--- src/rtl/cache_req_scheduler.sv ---
// cache_req_scheduler: arbitrates two trace requesters onto a single L1 cache
// command port, strobes each legal command once, waits a settle window, and
// reports hit/miss from the cache counter deltas as a tagged response.
module cache_req_scheduler #(
  parameter int unsigned SETTLE_CYCLES = 100,
  parameter int unsigned CNT_W         = 16,
  parameter int unsigned ADDR_W        = 32
) (
  input  logic              clk,
  input  logic              rstb,

  input  logic              req0_valid,
  output logic              req0_ready,
  input  logic [3:0]        req0_n,
  input  logic [ADDR_W-1:0] req0_addr,

  input  logic              req1_valid,
  output logic              req1_ready,
  input  logic [3:0]        req1_n,
  input  logic [ADDR_W-1:0] req1_addr,

  output logic              cache_valid,
  output logic [3:0]        cache_n,
  output logic [ADDR_W-1:0] cache_address,
  input  logic [CNT_W-1:0]  hit_cntr,
  input  logic [CNT_W-1:0]  miss_cntr,

  output logic              rsp_valid,
  input  logic              rsp_ready,
  output logic              rsp_id,
  output logic              rsp_hit,
  output logic              rsp_miss,
  output logic              rsp_err,

  output logic              busy
);

  typedef enum logic [1:0] {
    S_IDLE,
    S_ISSUE,
    S_WAIT,
    S_RESP
  } state_t;

  // Settle window never exceeds 65535 cycles, so a 16-bit down-counter suffices.
  localparam int unsigned    WAIT_W    = 16;
  localparam logic [WAIT_W-1:0] WAIT_LOAD = WAIT_W'(SETTLE_CYCLES - 1);

  state_t              state;
  state_t              state_nx;

  logic                last_grant;
  logic                grant0;
  logic                grant1;
  logic                xfer;
  logic [3:0]          sel_n;
  logic [ADDR_W-1:0]   sel_addr;
  logic                sel_legal;

  logic [3:0]          mode_q;
  logic [CNT_W-1:0]    hit_snap;
  logic [CNT_W-1:0]    miss_snap;
  logic [WAIT_W-1:0]   wait_cnt;

  // Modes the cache model understands; anything else is rejected unissued.
  function automatic logic mode_legal(input logic [3:0] n);
    case (n)
      4'd0, 4'd1, 4'd2, 4'd3, 4'd4, 4'd8, 4'd9: mode_legal = 1'b1;
      default:                                 mode_legal = 1'b0;
    endcase
  endfunction

  // Only plain read/write style modes move the counters meaningfully; mode 8
  // clears them, so a delta there would be a false report.
  function automatic logic mode_counted(input logic [3:0] n);
    mode_counted = (n <= 4'd2);
  endfunction

  // Round-robin arbitration: a lone requester wins, a tie goes to the one
  // that was not granted last.
  always_comb begin
    grant0     = req0_valid && (!req1_valid || last_grant);
    grant1     = req1_valid && (!req0_valid || !last_grant);
    req0_ready = (state == S_IDLE) && grant0;
    req1_ready = (state == S_IDLE) && grant1;
    xfer       = (req0_valid && req0_ready) || (req1_valid && req1_ready);
    sel_n      = grant1 ? req1_n    : req0_n;
    sel_addr   = grant1 ? req1_addr : req0_addr;
    sel_legal  = mode_legal(sel_n);
  end

  // State register.
  always_ff @(posedge clk) begin
    if (rstb) begin
      state <= S_IDLE;
    end else begin
      state <= state_nx;
    end
  end

  // Next-state decode and state-derived outputs.
  always_comb begin
    state_nx    = state;
    cache_valid = 1'b0;
    rsp_valid   = 1'b0;
    busy        = (state != S_IDLE);
    case (state)
      S_IDLE: begin
        if (xfer) begin
          state_nx = sel_legal ? S_ISSUE : S_RESP;
        end
      end
      S_ISSUE: begin
        cache_valid = 1'b1;
        state_nx    = S_WAIT;
      end
      S_WAIT: begin
        if (wait_cnt == '0) begin
          state_nx = S_RESP;
        end
      end
      S_RESP: begin
        rsp_valid = 1'b1;
        if (rsp_ready) begin
          state_nx = S_IDLE;
        end
      end
      default: state_nx = S_IDLE;
    endcase
  end

  // Command latch, counter snapshot, settle countdown and response capture.
  always_ff @(posedge clk) begin
    if (rstb) begin
      last_grant    <= 1'b1;
      cache_n       <= '0;
      cache_address <= '0;
      mode_q        <= '0;
      hit_snap      <= '0;
      miss_snap     <= '0;
      wait_cnt      <= '0;
      rsp_id        <= 1'b0;
      rsp_hit       <= 1'b0;
      rsp_miss      <= 1'b0;
      rsp_err       <= 1'b0;
    end else begin
      case (state)
        S_IDLE: begin
          if (xfer) begin
            last_grant <= grant1;
            rsp_id     <= grant1;
            mode_q     <= sel_n;
            hit_snap   <= hit_cntr;
            miss_snap  <= miss_cntr;
            rsp_hit    <= 1'b0;
            rsp_miss   <= 1'b0;
            rsp_err    <= !sel_legal;
            // The cache port only ever shows commands that were strobed.
            if (sel_legal) begin
              cache_n       <= sel_n;
              cache_address <= sel_addr;
            end
          end
        end
        S_ISSUE: begin
          wait_cnt <= WAIT_LOAD;
        end
        S_WAIT: begin
          if (wait_cnt != '0) begin
            wait_cnt <= wait_cnt - 1'b1;
          end else begin
            // Inequality compare so a counter wrapping to zero still counts.
            rsp_hit  <= mode_counted(mode_q) && (hit_cntr  != hit_snap);
            rsp_miss <= mode_counted(mode_q) && (miss_cntr != miss_snap);
          end
        end
        default: begin
        end
      endcase
    end
  end

endmodule

--- config.mk ---
export PLATFORM = sky130hd
export DESIGN_NAME = cache_req_scheduler
export DESIGN_NICKNAME = d
export VERILOG_FILES = /design/src/rtl/cache_req_scheduler.sv
export SDC_FILE = /design/constraint.sdc
export NUM_CORES = 1
export LEC_CHECK = 0
export ABC_AREA = 1
export CORE_MARGIN = 3
export CORE_UTILIZATION = 43
export CTS_CLUSTER_SIZE = 12
export DETAILED_ROUTE_END_ITERATION = 12
export PLACE_DENSITY = 0.75
export SLEW_MARGIN = 20
export SYNTH_ARGS = -nofsm -noshare
export SYNTH_HDL_FRONTEND = slang
export SYNTH_SLANG_ARGS = --single-unit
--- constraint.sdc ---
create_clock -name clk -period 2.28 [get_ports clk]
set_clock_uncertainty 0.05 [all_clocks]
set_input_delay 0.342 -clock clk [delete_from_list [all_inputs] [get_ports clk]]
set_output_delay 0.342 -clock clk [all_outputs]
set_load 0.02 [all_outputs]
After elaboration in Yosys (flattened, before gate mapping)

Index checks and enable logic that the tools add are counted.

Input bits: 109
Register bits after elaboration: 95

$add $sub $neg: 1
Reduce and logical (&&, ||, !) cells: 28
Multiplexer cells: 17
Eq/ne operators: 16
$lt $le $gt $ge: 1

Operator list:

| kind                                                                   | count |
|---|---|
| 32-bit two-way mux                                                     | 1 |
| 16-bit inequality test                                                 | 2 |
| 16-bit one-hot mux with 2 select lines                                 | 1 |
| 16-bit zero test                                                       | 1 |
| 16-bit two-way mux                                                     | 1 |
| 16-bit nonzero test                                                    | 1 |
| 16-bit by 1-bit subtractor with 16-bit output (second input constant)  | 1 |
| 2-bit inequality test (second input constant)                          | 5 |
| 3-bit AND reduction                                                    | 3 |
| 4-bit by 2-bit equality test with 1-bit output (second input constant) | 2 |
| 4-bit equality test (second input constant)                            | 2 |
| 1-bit logical AND                                                      | 8 |
| 2-bit two-way mux                                                      | 4 |
| 2-bit one-hot mux with 4 select lines                                  | 1 |
| 7-bit OR reduction                                                     | 1 |
| 1-bit two-way mux                                                      | 6 |
| 2-bit nonzero test                                                     | 3 |
| 2-bit equality test (second input constant)                            | 2 |
| 4-bit by 1-bit equality test with 1-bit output (second input constant) | 1 |
| 4-bit by 3-bit equality test with 1-bit output (second input constant) | 1 |
| 4-bit by 2-bit <= comparator with 1-bit output (second input constant) | 1 |
| 1-bit zero test                                                        | 4 |
| 4-bit zero test                                                        | 1 |
| 4-bit two-way mux                                                      | 1 |
| other kinds (5)                                                        | 9 |

Depth between registers and ports, before layout

Depth in word-level cells: 10
Depth in mapped cells: 11
Depth with buffers taken out: 11

Worst setup path after synthesis

Ideal clock, no wire load.

Path type: flip-flop to flip-flop
From: reg state[0]
To: reg mode_q[1]
Slack: 0.689 ns
Clock period less this slack: 1.591 ns
Cell stages (with the launch flop): 8
Data required time: 2.115 ns
Arrival time: 1.427 ns
Path through: dfxtp_1 -> inv_1 -> ha_1 -> nand3_1 -> nand2_2 -> buf_2 -> buf_4 -> o21a_1

Cells in the longest elaborated chain, start to end: 5

RTL lines:

| item                                 | RTL line    | text |
|---|---|---|
| start: declaration                   | 49          | `state_t state;` |
| start signal: assignment             | 97          | `state <= state_nx;` |
| 2-bit zero test (*)                  | 84, 85, 147 |  |
| 1-bit logical AND (on tied branches) | 84, 85      |  |
| 1-bit logical AND                    | 86          | `xfer = (req0_valid && req0_ready) \|\| (req1_valid && req1_ready);` |
| 1-bit logical OR                     | 86          |  |
| 2-bit AND reduction (no line) (*)    | n/a         |  |
| end signal: assignment               | 152         | `mode_q <= sel_n;` |
| end: declaration                     | 60          | `logic [3:0] mode_q;` |

Mark *: on every way between the ends. The rest lies on a longest branch, timed or not.
A chain may end at the register's enable or synchronous reset.

Worst setup path in the final report

From: reg state[0]
To: out busy

Cells in the longest elaborated chain, start to end: 1

RTL lines:

| item               | RTL line | text |
|---|---|---|
| 2-bit nonzero test | 106      | `busy = (state != S_IDLE);` |
| end: declaration   | 35       | `output logic busy` |

Every way passes these cells.

==> results by stage <==
Synthesis:
- The proportion of register bits with asynchronous set or reset after synthesis is 0.
- The library cell occupying the most area in the post-synthesis netlist is sky130_fd_sc_hd__dfxtp_1.
- The mapped netlist covers 4840 µm².
- The most numerous cell in the Yosys netlist is sky130_fd_sc_hd__nand2_1.
- In this run, synthesis produced a sequential element count of 95.
- The most used flip-flop cell after synthesis is sky130_fd_sc_hd__dfxtp_1.
- Of the post-synthesis cell area, the dominant cell type holds 0.3930.
- The commonest cells after synthesis are sky130_fd_sc_hd__nand2_1 (130), sky130_fd_sc_hd__nor2_1 (96), sky130_fd_sc_hd__dfxtp_1 (95).
- The sequential fraction of the synthesis area is 0.3930.
- The synthesized design contains 0 enable-type register cells.
- The number of nets in the synthesized netlist is 774.
- Ranked by total cell area, the synthesized netlist is headed by sky130_fd_sc_hd__dfxtp_1 (39%), sky130_fd_sc_hd__nand2_1 (10%), sky130_fd_sc_hd__mux2_2 (7.4%), sky130_fd_sc_hd__nor2_1 (7.4%), sky130_fd_sc_hd__a21oi_1 (6.2%).
- The instance count of the mapped netlist is 658.
- The average instance in the mapped netlist occupies 7.355 µm².
- Yosys printed 0 warnings.
- The count of cell types in the netlist is 29.

Clocking:
- TritonCTS built the clock tree.
- In this run the deepest clock path goes through 2 buffers.
- The CTS buffer count is 9.
- The number of clock sinks seen by CTS is 95.
- The depth of the CTS H-tree is 3.
- CTS placed an instance of sky130_fd_sc_hd__clkbuf_16 at the clock tree root.
- After clock tree synthesis, the setup repair step added 0 buffers.
- The clock-pin slew of the registers on the worst-case setup and hold paths is 0.07 ns.
- The insertion delay to the later sink of the worst-skew pair is 0.33 ns.

Setup path:
- Data on the critical path is required at its endpoint by 1.89 ns.
- The sort of element at the end of the critical path is an output pin.
- Data arrives at the worst endpoint at 1.76 ns.
- The maximum fanout along the worst path is 4.
- The launching element type of the critical path is a flip-flop.
- The worst setup path is of the reg -> out kind.

Routing:
- The total number of vias is 4792.
- After the first detailed-routing iteration, the DRC count stood at 256.
- In the routed layout, each cell is associated on average with a via count of 5.050.
- The pre-antenna-repair detailed-routing pass consisted of 4 iterations.
- For this run, design rule violations remaining after detail routing come to 0.
- The average wire per cell in the routed design is 14.03 µm.
- The number of nets with antenna violations after detailed routing is 0.
- Wires add up to 13320 µm.

Placement:
- At the end of routability-driven placement, the weighted congestion stood at 0.8836.
- The placed standard-cell area is 6482 µm².
- At the placement stage, the worst setup path has a slack of -0.001806 ns.
- After legalization and detailed placement, the total HPWL measured 9978 µm.
- The quantity of I/O buffers inserted on ports is 153.

Timing:
- The final-layout setup total negative slack is 0 ns.
- The worst path in the final design needs a cycle of 2.153 ns, including I/O delays and setup.
- Setup repair after global routing left no endpoint under its margin.
- Across all setup checks in the final design, the least slack found is 0.1273 ns.
- Of the available clock period, the critical path in the final layout requires 0.9442.
- The number of max-slew violations in the final report was 0.
- Setup violations remaining at the end of the flow were counted as 0.
- For the pin with the worst max-slew slack, the measured transition is 0.4476 ns.
- The fmax is 0.4645 GHz.
- The normalized max-slew margin is 0.7016.
- The final hold violation count is 0.

Layout:
- In the final layout, the share of cells above drive strength 1 is 0.09518.
- For this run, the share of the core covered by cells in the final layout is 0.6211.
- Relative to the synthesized area, the layout overhead comes to 40.33%.
- After filler insertion, the fill cell instance count of the layout stands at 1023.
- The number of nets in the layout is 920.
- The count of inserted antenna diode cells is 0.
- Registers take 1902 µm².
- In the final layout, the multi-input gates occupy 2550 µm².
- The final instance area is 6792 µm².

Floorplanning:
- The cell row count is 38.
- The standard cell core area is 10940 µm².
- The initial core utilization is 0.4426.
- The die footprint is 12560 µm².
- The height of the die is 112.1 µm.
- The x dimension of the die is 112.1 µm.
- The top-level port count is 154.

Power:
- In this run the power density over the cells is 1074 nW/µm².
- The maximum vdd drop is 0.6736 mV.
- The static leakage is 2.816 nW.

Run:
- The number of max-cap violations is 0.

Global route:
- Entering global routing, the biggest net connects 40 pins.
- The first global-routing pass estimated 21740 µm of wire.
- The combined global-route utilization of all metal layers is 0.2085.
- The remaining global-route overflow is 0.
- The initial antenna violation count is 0.
- The number of global-route vias before repair is 4733.

Min path:
- The worst hold-check path type is in -> reg.

Outcome:
- The run finished with clean final reports.
## power breakdown
| group | switching, mW | internal, mW | total [mW] | leakage, nW |
|---|---|---|---|---|
| clock network | 0.621 | 0.942 | 1.56 | 0.149 |
| logic | 1.97 | 1.39 | 3.36 | 1.89 |
| registers | 0.275 | 2.10 | 2.37 | 0.780 |
| total | 2.87 | 4.42 | 7.29 | 2.82 |
## area by class of cell
class / instances / share of cell area
inverter: 51 / 0.02819
clock inverter: 2 / 0.005527
clock buffer: 14 / 0.04035
multi-input combinational: 479 / 0.3755
tap: 140 / 0.02579
sequential: 95 / 0.2800
timing repair buffer: 168 / 0.2447
## metal layers
metal,wire [µm],GRT usage,part of all wire
met5,0,0,0
met4,330,0.08413,0.025
met3,774,0.05283,0.058
met2,6594,0.3619,0.50
met1,5616,0.2460,0.42
## layout by cell type (no fill, tap or decap), types with 8 or more instances in the layout
master,instances
sky130_fd_sc_hd__o21ai_0,41
sky130_fd_sc_hd__nor2_1,96
sky130_fd_sc_hd__nand4_1,8
sky130_fd_sc_hd__clkbuf_16,9
sky130_fd_sc_hd__a21oi_1,60
sky130_fd_sc_hd__xnor2_1,26
sky130_fd_sc_hd__mux2_2,32
sky130_fd_sc_hd__nand2_1,130
sky130_fd_sc_hd__dfxtp_1,95
sky130_fd_sc_hd__inv_1,49
sky130_fd_sc_hd__nand3_1,52
sky130_fd_sc_hd__buf_4,13
sky130_fd_sc_hd__clkdlybuf4s50_1,150
## flip-flops by register name, indices dropped and copies added, names as in the netlist
register,count
mode_q,4
cache_n,4
rsp_id,1
state,2
rsp_hit,1
miss_snap,16
hit_snap,16
last_grant,1
cache_address,32
wait_cnt,16
rsp_miss,1
rsp_err,1
## final timing paths
check,start,endpoint,slack [ns],depth (start not counted)
hold / removal,rstb,rsp_hit,0.39,2
setup / recovery,state[0],busy,0.13,4
hold reg to reg,cache_address[24],cache_address[24],0.41,2
setup reg to reg,state[0],wait_cnt[14],0.40,8
## cells by family (layout without fill, tap and decap cells)
family,after synthesis,count (layout),share of synthesized area
adders and majority gates,7,7,0.01810
DFF,95,95,0.3930
AOI/OAI and AO/OA,113,113,0.1241
buffers and inverters,84,235,0.08015
and+or+nand+nor,298,298,0.2578
muxes,32,32,0.07446
xor gates and xnor gates,29,29,0.05248
## stage by stage
step                std cells  hold slack [ns]  total power [mW]
detailed placement        933           0.4029             5.763
floorplan                 658           0.3908             4.694
global route              949           0.4249             7.848
finish                    949           0.3877             7.294
global placement          933           0.3950             5.635
CTS                       949           0.3734             7.328
## what timing repair did
action,in CTS,in global routing
endpoints found under the setup margin,2,0
hold endpoints to repair,0,0
hold buffers,0,0
resized for setup,2,0
## critical path, cell delays in order (launching register included)
cell and delay [ns]:
sky130_fd_sc_hd__dfxtp_1 0.36, sky130_fd_sc_hd__inv_1 0.10, sky130_fd_sc_hd__ha_1 0.26, sky130_fd_sc_hd__inv_1 0.10, sky130_fd_sc_hd__clkdlybuf4s50_1 0.61
Note: power is estimated with default switching activity, not from simulation.
==> variant 1: new RTL, same settings <==
`WAIT_W`: 16 -> 14.
--- a/src/rtl/cache_req_scheduler.sv
+++ b/src/rtl/cache_req_scheduler.sv
@@ -43,7 +43,7 @@
   } state_t;
 
   // Settle window never exceeds 65535 cycles, so a 16-bit down-counter suffices.
-  localparam int unsigned    WAIT_W    = 16;
+  localparam int unsigned    WAIT_W    = 14;
   localparam logic [WAIT_W-1:0] WAIT_LOAD = WAIT_W'(SETTLE_CYCLES - 1);
 
   state_t              state;
Behaviour: same outputs for any inputs over 10 cycles, from zero or initial values and one cycle with rstb high; that may be too few to reach the edited logic, so the function may still have changed.
==> variant 1 against the original RTL <==
Cell area increased by 7.0%. Wire length increased by 5.0%. Sequential share of layout area decreased by 2.4 points. Non-clock buffer count increased by 8. Power increased by 2.0%. Sequential power about the same. Die area increased by 7.4%. Sequential cell count decreased by 2. Setup slack improved by 0.14 ns. Critical path depth decreased by 1. Synthesized area increased by 7.8%.
==> variant 1: results (changes against the original RTL) <==
Hold Path End=cache_address[30]$_SDFFE_PP0P_; hold crit path type=reg2reg; Yosys warnings=0 (unchanged); Initial DRC Count=277 (+8.2%); flop-to-flop setup slack=0.41 ns; initial antenna violation count=0 (unchanged); Slew headroom=63.7% (-6.4 points); Initial DRT Pass Iterations=6 (+2); Vias=5256 (+9.7%); Synthesized Nets=900 (+16%); final setup margin=0.271 ns (+0.144 ns); Pleak=0.00328 uW (+16%); delay-heaviest family, CP=buffers and inverters; RR Endpoint=wait_cnt[5]$_SDFFE_PP0P_; largest net degree at the start of global routing=42 (+5.0%); synth unique cells=32 (+10%); Max FO, Critical Path=4 (unchanged); Worst path max stage delay=0.61 ns (about the same); Post-CTS Setup Repair Bufs=0 (unchanged); antenna diode count=0 (unchanged); # port buffers=153 (unchanged); worst r2r src=state[0]$_SDFFE_PP0P_; Final HPWL DP=10400 um (+4.4%); GRT Resource Usage Total=21.6% (+0.79 points); layout cells sized above 1=11.7% (+2.2 points); top cells by count, synth=246 x nand2_1, 93 x dfxtp_1, 86 x inv_1, 86 x nor2_1, 53 x nand3_1; dpl ws=0.0902 ns (+0.0920 ns); Area contributors post-synth=dfxtp_1 36%, nand2_1 18%, inv_1 6.2%; Max Cap Violations=0 (unchanged); layout net count=1049 (+14%); wire length per cell=12.9 um (-7.7%); CTS Buffer Depth=2 (unchanged); vias in the first global route=5036 (+6.4%); status=completed; CP arrival=1.62 ns (-0.14 ns); Post-CTS Resized=0 (-2); root buf cell=clkbuf_16; asr flop ratio synth=0% (unchanged); Worst path slowest cell=clkdlybuf4s50_1; routability congestion estimate=0.849 (-3.9%); sequential area share after synthesis=35.7% (-3.6 points); Worst Setup EP=cache_valid; WHS Path Cells=2 (unchanged); top_reg_cell synth=dfxtp_1; Peak VDD IR=0.519 mV (-23%); leading registers by flop count=cache_address: 32 flops, hit_snap: 16 flops, miss_snap: 16 flops; r2r worst-path depth=8 (unchanged); global-route wire length before repair=23400 um (+7.7%); Num CTS Buffers=9 (unchanged); Clk pin slew, worst setup/hold paths=0.06 ns; H-tree depth=3 (unchanged); hold path startpoint=cache_address[30]$_SDFFE_PP0P_; Worst Setup SP=state[1]$_SDFFE_PP0P_; later-pin clock latency in the skew report=0.35 ns (+0.02 ns)
[variant 1: changes by cell type in the layout (fill, tap and decap cells not counted), sizes merged, moves of 3 or more]
cell / delta
o21a: -3
nor2: -10
nand3: +30
dlymetal6s2s: +3
buf: +8
nand2: +115
clkinv: +4
mux2: -32
inv: +35
clkbuf: -4
xnor2: -23
nand4: -5
a21oi: +17
[variant 1: per-stage QoR]
step / hold WS (ns) / instances / util (%) / instance area (um^2)
finish: 0.414 / 1080 / 62.6 / 7270
CTS: 0.412 / 1080 / 62.5 / 7260
floorplan: 0.396 / 784 / - / 5220
detailed placement: 0.402 / 1065 / 59.8 / 6940
global route: 0.432 / 1080 / 62.6 / 7270
global placement: 0.400 / 1065 / 59.8 / 6940
[variant 1: power by group]
group	switching, uW	leakage [uW]	internal [uW]	total [uW]
Combinational	2030	0.00235	1440	3470
Sequential	304	0.000764	2060	2370
Clock	618	0.000158	978	1600
[variant 1: area by class of cell]
cell class              count  area [um^2]
clock buffers              10          239
multi-input cells         566         2800
clock inverters             5         75.1
fillers                  1073         4350
flip-flops and latches     93         1860
well taps                 143          179
repair buffers            176         1780
inverters                  87          327
[variant 1: logic make-up (layout without fill, tap and decap cells)]
logic type | count (synthesis) | count (layout) | share of synthesized area [%]
adders and majority gates | 7 | 7 | 1.68
AOI/OAI and AO/OA | 126 | 126 | 14.6
DFF | 93 | 93 | 35.7
xor gates and xnor gates | 4 | 4 | 0.672
and+or+nand+nor | 429 | 429 | 36.6
buffers and inverters | 125 | 278 | 10.7
[variant 1: layer usage]
layer  part of all wire (%)  GRT usage, %  routed length (um)  vias to the layer above
met5                      0             0                   0                        -
met4                    2.2          7.12                 313                        0
li1                       -             -                   -                     2763
met1                     44          27.0                6130                     2353
met3                    5.0          5.96                 695                       27
met2                     49          36.3                6840                      113
==> variant 2: new RTL, same flow settings <==
Without the edit above. The 4 states of `state_t` get a one-hot encoding in 4 bits.
--- a/src/rtl/cache_req_scheduler.sv
+++ b/src/rtl/cache_req_scheduler.sv
@@ -35,11 +35,11 @@
   output logic              busy
 );
 
-  typedef enum logic [1:0] {
-    S_IDLE,
-    S_ISSUE,
-    S_WAIT,
-    S_RESP
+  typedef enum logic [3:0] {
+    S_IDLE  = 4'b0001,
+    S_ISSUE = 4'b0010,
+    S_WAIT  = 4'b0100,
+    S_RESP  = 4'b1000
   } state_t;
 
   // Settle window never exceeds 65535 cycles, so a 16-bit down-counter suffices.
Behaviour: no difference found for any inputs over 10 cycles, from zero or initial values and one cycle with rstb high; not proved beyond that.
==> variant 2 against the original RTL <==
Sequential cell count increased by 2. Setup slack got worse by 0.018 ns. Power decreased by 21%. Utilization increased by 1.2 points. Die area increased by 8.2%. Final cell count increased by 22%. Wire length increased by 6.2%. Cell area increased by 8.6%. Highest routed layer unchanged. Synthesized area increased by 8.7%. Largest power group is now registers. Worst hold slack improved by 0.025 ns. Combinational power decreased by 39%. Largest cell class unchanged. Synthesized cell count increased by 30%.
==> variant 2: results (changes against the original RTL) <==
status=completed; Synthesized Nets=965 (+25%); Initial DRT Pass Iterations=5 (+1); Area contributors post-synth=dfxtp_1 37%, nand2_1 20%, nor2_1 14%; layout net count=1124 (+22%); wire length per cell=12.2 um (-13%); sequential area share after synthesis=36.9% (-2.4 points); Fill cells=1102 (+7.7%); DP Area=7060 um^2 (+9.0%); met3 Use GR=6.37% (+1.1 points); routability congestion estimate=0.893 (+1.1%); Final HPWL DP=10600 um (+6.3%); largest net degree at the start of global routing=51 (+28%); met2 usage=34.9% (-1.3 points); top cells by count, synth=278 x nand2_1, 191 x nor2_1, 97 x dfxtp_1; Slew headroom=75.4% (+5.3 points); Peak VDD IR=0.478 mV (-29%); dpl ws=-0.00483 ns (-0.00302 ns); CP arrival=1.78 ns (+0.02 ns); Initial DRC Count=288 (+13%); synth unique cells=27 (-6.9%); Max FO, Critical Path=3 (-1); vias per cell=4.68 (-7.2%); M1 GR Usage=26.7% (+2.1 points); GRT Resource Usage Total=21.0% (+0.11 points)
[variant 2: final timing paths]
| check | startpoint | end | slack (ns) | cells after the start |
|---|---|---|---|---|
| setup / recovery | state[1]$_SDFFE_PP0P_ | cache_valid | 0.11 | 3 |
| hold reg to reg | rsp_id$_SDFFE_PP0P_ | rsp_id$_SDFFE_PP0P_ | 0.41 | 2 |
| setup reg to reg | state[2]$_SDFFE_PP0P_ | cache_n[3]$_SDFFE_PP0P_ | 0.40 | 11 |
| hold / removal | rsp_id$_SDFFE_PP0P_ | rsp_id$_SDFFE_PP0P_ | 0.41 | 2 |
[variant 2: critical path, stage by stage (launching register included)]
cell and delay, ns:
dfxtp_1 0.41, inv_1 0.09, nor3_2 0.28, clkdlybuf4s50_1 0.66
[variant 2: layout make-up]
type | count | share of cell area (%)
Multi-Input combinational cell | 633 | 37.7
Sequential cell | 97 | 26.3
Timing Repair Buffer | 184 | 24.9
Inverter | 88 | 4.54
Clock buffer | 13 | 3.26
Tap cell | 143 | 2.42
Clock inverter | 3 | 0.882
[variant 2: per-layer routing]
metal / part of all wire (%) / vias up
li1: - / 2929
met1: 44 / 2388
met2: 49 / 111
met3: 5.1 / 10
met4: 1.1 / 0
met5: 0 / -
[variant 2: kinds of logic (layout without fill, tap and decap cells)]
kind of cell               count (synthesis)  count (layout)  share of synthesized area, %
and+or+nand+nor                          549             549                          44.0
adders and majority gates                  2               2                         0.476
buffers and inverters                    124             288                          10.3
xor gates and xnor gates                   4               4                         0.666
DFF                                       97              97                          36.9
AOI/OAI and AO/OA                         78              78                          7.61
[variant 2: report_power, final]
part | internal [uW] | switching [uW]
Sequential | 1980 | 166
Clock | 962 | 630
Combinational | 937 | 1120
Total | 3880 | 1920
[variant 2: repair_timing]
item | in CTS | in global routing
gates resized for setup | 4 | 0
buffers inserted | 1 | 0
setup endpoints to repair | 3 | 0
[variant 2: through the flow]
| stage | utilization, % | cells | hold WS, ns |
|---|---|---|---|
| finish | 63.3 | 1161 | 0.413 |
| global route | 63.3 | 1161 | 0.446 |
| CTS | 63.3 | 1161 | 0.412 |
| detailed placement | 60.6 | 1144 | 0.404 |
| global placement | 60.6 | 1144 | 0.402 |
| floorplan | - | 854 | 0.397 |
